**src/rtl/regfile_mp.sv**
```systemverilog
`default_nettype none
// regfile_mp -- register file, NUM_RD registered read ports, one write port, sequential clear.
// Revision 1.0
module regfile_mp #(
  parameter int DATA_W = 32,
  parameter int ADDR_W = 4,
  parameter int NUM_RD = 2
) (
  input  logic                     clk,
  input  logic                     reset,
  input  logic                     wr_en,
  input  logic [ADDR_W-1:0]        wr_addr,
  input  logic [DATA_W-1:0]        wr_data,
  input  logic [NUM_RD*ADDR_W-1:0] rd_addr,
  output logic [NUM_RD*DATA_W-1:0] rd_data,
  input  logic                     clear_start,
  output logic                     clear_busy,
  output logic                     clear_done,
  output logic                     wr_drop
);

  localparam int                DEPTH    = 1 << ADDR_W;
  localparam logic [ADDR_W-1:0] LAST_IDX = {ADDR_W{1'b1}};

  typedef enum logic [0:0] {
    IDLE  = 1'b0,
    CLEAR = 1'b1
  } state_t;

  state_t            state, state_nxt;
  logic [ADDR_W-1:0] clr_cnt, clr_cnt_nxt;
  logic              busy_nxt, done_nxt, drop_nxt;
  logic              user_we;
  logic [DATA_W-1:0] regs [DEPTH];

  // Writes from the port are only honoured outside the clear sequence.
  assign user_we = (state == IDLE) && wr_en;

  always_ff @(posedge clk or negedge reset) begin
    if (!reset) begin
      state      <= IDLE;
      clr_cnt    <= '0;
      clear_busy <= 1'b0;
      clear_done <= 1'b0;
      wr_drop    <= 1'b0;
    end else begin
      state      <= state_nxt;
      clr_cnt    <= clr_cnt_nxt;
      clear_busy <= busy_nxt;
      clear_done <= done_nxt;
      wr_drop    <= drop_nxt;
    end
  end

  always_comb begin
    state_nxt   = state;
    clr_cnt_nxt = clr_cnt;
    busy_nxt    = clear_busy;
    done_nxt    = 1'b0;
    drop_nxt    = 1'b0;
    case (state)
      IDLE: begin
        if (clear_start) begin
          state_nxt   = CLEAR;
          clr_cnt_nxt = '0;
          busy_nxt    = 1'b1;
        end
      end
      CLEAR: begin
        drop_nxt = wr_en;
        // clear_start is deliberately not examined here: a repeat request cannot extend the run.
        if (clr_cnt == LAST_IDX) begin
          state_nxt   = IDLE;
          clr_cnt_nxt = '0;
          busy_nxt    = 1'b0;
          done_nxt    = 1'b1;
        end else begin
          clr_cnt_nxt = clr_cnt + 1'b1;
        end
      end
      default: begin
        state_nxt   = IDLE;
        clr_cnt_nxt = '0;
        busy_nxt    = 1'b0;
      end
    endcase
  end

  always_ff @(posedge clk or negedge reset) begin
    if (!reset) begin
      for (int i = 0; i < DEPTH; i++) begin
        regs[i] <= '0;
      end
    end else if (state == CLEAR) begin
      regs[clr_cnt] <= '0;
    end else if (user_we) begin
      regs[wr_addr] <= wr_data;
    end
  end

  for (genvar p = 0; p < NUM_RD; p++) begin : g_rd
    logic [ADDR_W-1:0] addr;
    logic [DATA_W-1:0] q;

    assign addr                      = rd_addr[p*ADDR_W +: ADDR_W];
    assign rd_data[p*DATA_W +: DATA_W] = q;

    // Write-first: a same-edge write to the addressed register is forwarded.
    always_ff @(posedge clk or negedge reset) begin
      if (!reset) begin
        q <= '0;
      end else if (state == CLEAR) begin
        q <= '0;
      end else if (user_we && (wr_addr == addr)) begin
        q <= wr_data;
      end else begin
        q <= regs[addr];
      end
    end
  end

endmodule
`default_nettype wire

```
**config.mk**
```make
export PLATFORM = sky130hd
export DESIGN_NAME = regfile_mp
export DESIGN_NICKNAME = d
export VERILOG_FILES = /design/src/rtl/regfile_mp.sv
export SDC_FILE = /design/constraint.sdc
export NUM_CORES = 1
export LEC_CHECK = 0
export BUFFER_PORTS_ARGS = -buffer_cell sky130_fd_sc_hd__buf_2
export CAP_MARGIN = 20
export CORE_MARGIN = 3
export CORE_UTILIZATION = 25
export DETAILED_ROUTE_END_ITERATION = 10
export PLACE_DENSITY = 0.42
export SYNTH_ARGS = -nofsm -noshare
export SYNTH_HDL_FRONTEND = slang
export SYNTH_SLANG_ARGS = --single-unit
```
**constraint.sdc**
```tcl
create_clock -name clk -period 2.05 [get_ports clk]
set_input_delay 0.41 -clock clk [delete_from_list [all_inputs] [get_ports clk]]
set_output_delay 0.41 -clock clk [all_outputs]
set_load 0.05 [all_outputs]
```
==> out/metrics.yaml <==
synthesis:
  synth.top_cell.area_share_pct: 51.7
  synth_cell_types: 32
  mappedNetlistNets: 2016
  yosys-top-cells-area: "sky130_fd_sc_hd__dfrtp_1 (52%), sky130_fd_sc_hd__mux4_2 (20%), sky130_fd_sc_hd__a22o_1 (18%), sky130_fd_sc_hd__a22oi_1 (3.4%), sky130_fd_sc_hd__clkbuf_1 (2.3%)"
  post-synth-top-area-cell: "sky130_fd_sc_hd__dfrtp_1"
  synth_top_flop_cell: "sky130_fd_sc_hd__dfrtp_1"
  number_of_synthesized_flops_with_an_enable_pin: 0
  syn_area_per_cell_um2: 14.4
  yosysMostFrequentCell: "sky130_fd_sc_hd__dfrtp_1"
  yosys-top-cells-count: "sky130_fd_sc_hd__dfrtp_1 (584), sky130_fd_sc_hd__a22o_1 (576), sky130_fd_sc_hd__mux4_2 (256)"
  synth.yosys.seq_area_share_pct: 51.7
  synth_cell_area_um2: 28300
  ys_ff_latch: 584
  synthesized_instance_count: 1964
  yosysWarningCount: 0
  async_flop_share_pct: 100
routing:
  initialDrtViolationCount: 2333
  detail_route.wirelength_um: 121000
  route.antenna.remaining_nets: 0
  routedWlPerCell_um: 33.0
  post_drt_via_cell_ratio: 5.90
  dr.pass1.iters: 5
  route.vias.total: 21600
  post-route-drc-count: 0
run:
  max_cap_viol_count: 0
critical_path:
  cp_data_required_time_ns: 2.61
  timing.rr.start: "state$_DFF_PN0_"
  worst_setup_path_startpoint: "state$_DFF_PN0_"
  worstPathMaxFanout: 16
  worst_ep_arrival_time_ns: 2.58
  setup.worst_path.start_class: "register"
  crit_path_end_kind: "register"
  critPathKind: "reg2reg"
sta:
  hold_viol_final: 0
  period_minus_slack_ns: 2.01
  grt_setup_unrepaired: "yes"
  final.setup_skew_ns: 0.0415
  slew_headroom_pct: 56.7
  final_max_slew_viol_count: 0
  max_freq_ghz: 0.497
  postLayoutSetupSlackWorst_ns: 0.0373
  setup-tns-final_ns: 0
  report.final.setup_viol: 0
  fin_crit_sh_pct: 98.2
  timing_worst_slew_pin_value_ns: 0.644
global_routing:
  wire_length_of_the_first_global_routing_pass_um: 174000
  grt_remaining_overflow: 0
  grt_start_max_net_pins: 81
  grt.total_usage_pct: 20.5
  antenna_found_initial: 10
  vias_in_the_first_global_route: 22700
final_layout:
  fin_nets: 2176
  regArea_um2: 14600
  drive_gt1_share_pct: 34.8
  multi_input_area_um2: 12900
  syn2layout_area_growth_pct: 25.5
  design_area_um2: 35500
  n_fill_cell: 10900
floorplanning:
  placement_rows: 122
  floorplan.core_area_um2: 111000
  boundaryPins: 115
  start_util_pct: 25.4
  fp.dieW_um: 342
  dieHeight_um: 342
  dieArea_um2: 117000
clocking:
  ctsLongestPathBuffers: 3
  path_clk_slew_ns: 0.06
  cts_root_buffer: "sky130_fd_sc_hd__clkbuf_16"
  cts-htree-levels: 3
  cts_made_buffers: 72
  clk_latency_ns: 0.64
  post_cts_buffers: 0
  tritoncts: "built"
  cts_sink_count: 584
placed_design:
  placedInstanceArea_um2: 33100
  hpwlAfterDp_um: 74700
  buffer_ports.inserted: 114
  place_ws_ns: -0.177
  place_congestion: 0.810
run_status:
  outcome: "finished, final reports clean"
power:
  p_leak_nw: 15.9
  peakVddDrop_mv: 0.560
  power_density_nw_per_um2: 1010
min_path:
  hp-class: "in2reg"
  min-delay-start: "clear_start"
[worst max-delay path, stage by stage (launching register included)]
cell and delay (ns):
sky130_fd_sc_hd__dfrtp_1 0.39, sky130_fd_sc_hd__or4b_4 0.66, sky130_fd_sc_hd__nor2_4 0.25, sky130_fd_sc_hd__buf_4 0.41
sky130_fd_sc_hd__a22o_1 0.21
[report_power, final]
group | total [W] | leakage, nW | switching [W] | internal, W
logic | 0.00858 | 6.61 | 0.00473 | 0.00384
registers | 0.0144 | 8.11 | 0.00131 | 0.0131
clock network | 0.0129 | 1.14 | 0.00524 | 0.00764
total | 0.0359 | 15.9 | 0.0113 | 0.0246
[cell families after synthesis]
| logic type | Yosys count | share of synthesized area [%] |
|---|---|---|
| AOI/OAI and AO/OA | 729 | 21.7 |
| DFF | 584 | 51.7 |
| buffers and inverters | 269 | 3.84 |
| muxes | 256 | 20.4 |
| and+or+nand+nor | 113 | 1.90 |
| xor gates and xnor gates | 9 | 0.279 |
| adders and majority gates | 4 | 0.177 |
[worst paths after layout]
kind	to	slack, ns	cells past startpoint
min in group asynchronous	regs[383]$_DFFE_PN0P_	0.27	2
max in group asynchronous	regs[146]$_DFFE_PN0P_	0.93	4
worst max register to register	regs[435]$_DFFE_PN0P_	0.04	4
worst min register to register	clear_busy$_DFFE_PN0P_	0.50	2
worst max-delay path	regs[435]$_DFFE_PN0P_	0.04	4
worst min-delay path	clr_cnt[2]$_DFFE_PN0P_	0.04	2
[sequential cells by signal, summed over array words and instances (netlist names)]
name / cells
clr_cnt: 4
clear_busy: 1
g_rd.q: 64
wr_drop: 1
clear_done: 1
regs: 512
state: 1
[through the flow]
step / hold WS, ns / instances / total power, W / utilization, %
final: 0.0353 / 3665 / 0.0359 / 31.9
after global routing: 0.0261 / 3664 / 0.0372 / 31.8
after CTS: 0.00491 / 3664 / 0.0361 / 31.8
after detailed placement: 0.347 / 3537 / 0.0230 / 29.7
after global placement: 0.354 / 3537 / 0.0229 / 29.7
after floorplan: 0.114 / 1964 / 0.0186 / -
[routing by layer]
layer	part of all wire, %	GRT usage, %	vias to the layer above
met5	0.048	0	-
met4	3.1	6.27	10
met3	7.8	4.72	219
met2	46	31.8	1151
met1	43	28.6	11900
li1	-	-	8307
[repair_timing]
item	in CTS	in global routing
endpoints found under the hold margin	15	0
gates resized for setup	0	9
hold buffers	1	0
setup endpoints to repair	0	41
[cells in the final DEF, fill, tap and decap left out, types with 20 or more instances in the layout]
cell type	n
sky130_fd_sc_hd__buf_4	124
sky130_fd_sc_hd__buf_12	105
sky130_fd_sc_hd__mux4_2	256
sky130_fd_sc_hd__clkbuf_16	74
sky130_fd_sc_hd__a22o_1	576
sky130_fd_sc_hd__nand2_1	67
sky130_fd_sc_hd__dfrtp_1	584
sky130_fd_sc_hd__buf_2	109
sky130_fd_sc_hd__a22oi_1	128
sky130_fd_sc_hd__clkbuf_1	20
[cell type report]
cell class              instances  share of cell area, %
inverters                       4                 0.0423
flip-flops and latches        584                   41.2
repair buffers                351                   10.5
well taps                    1488                   5.25
multi-input cells            1111                   36.4
clock inverters                18                  0.624
diodes                          1                0.00705
clock buffers                 108                   5.97
(Power assumes the default switching activity.)
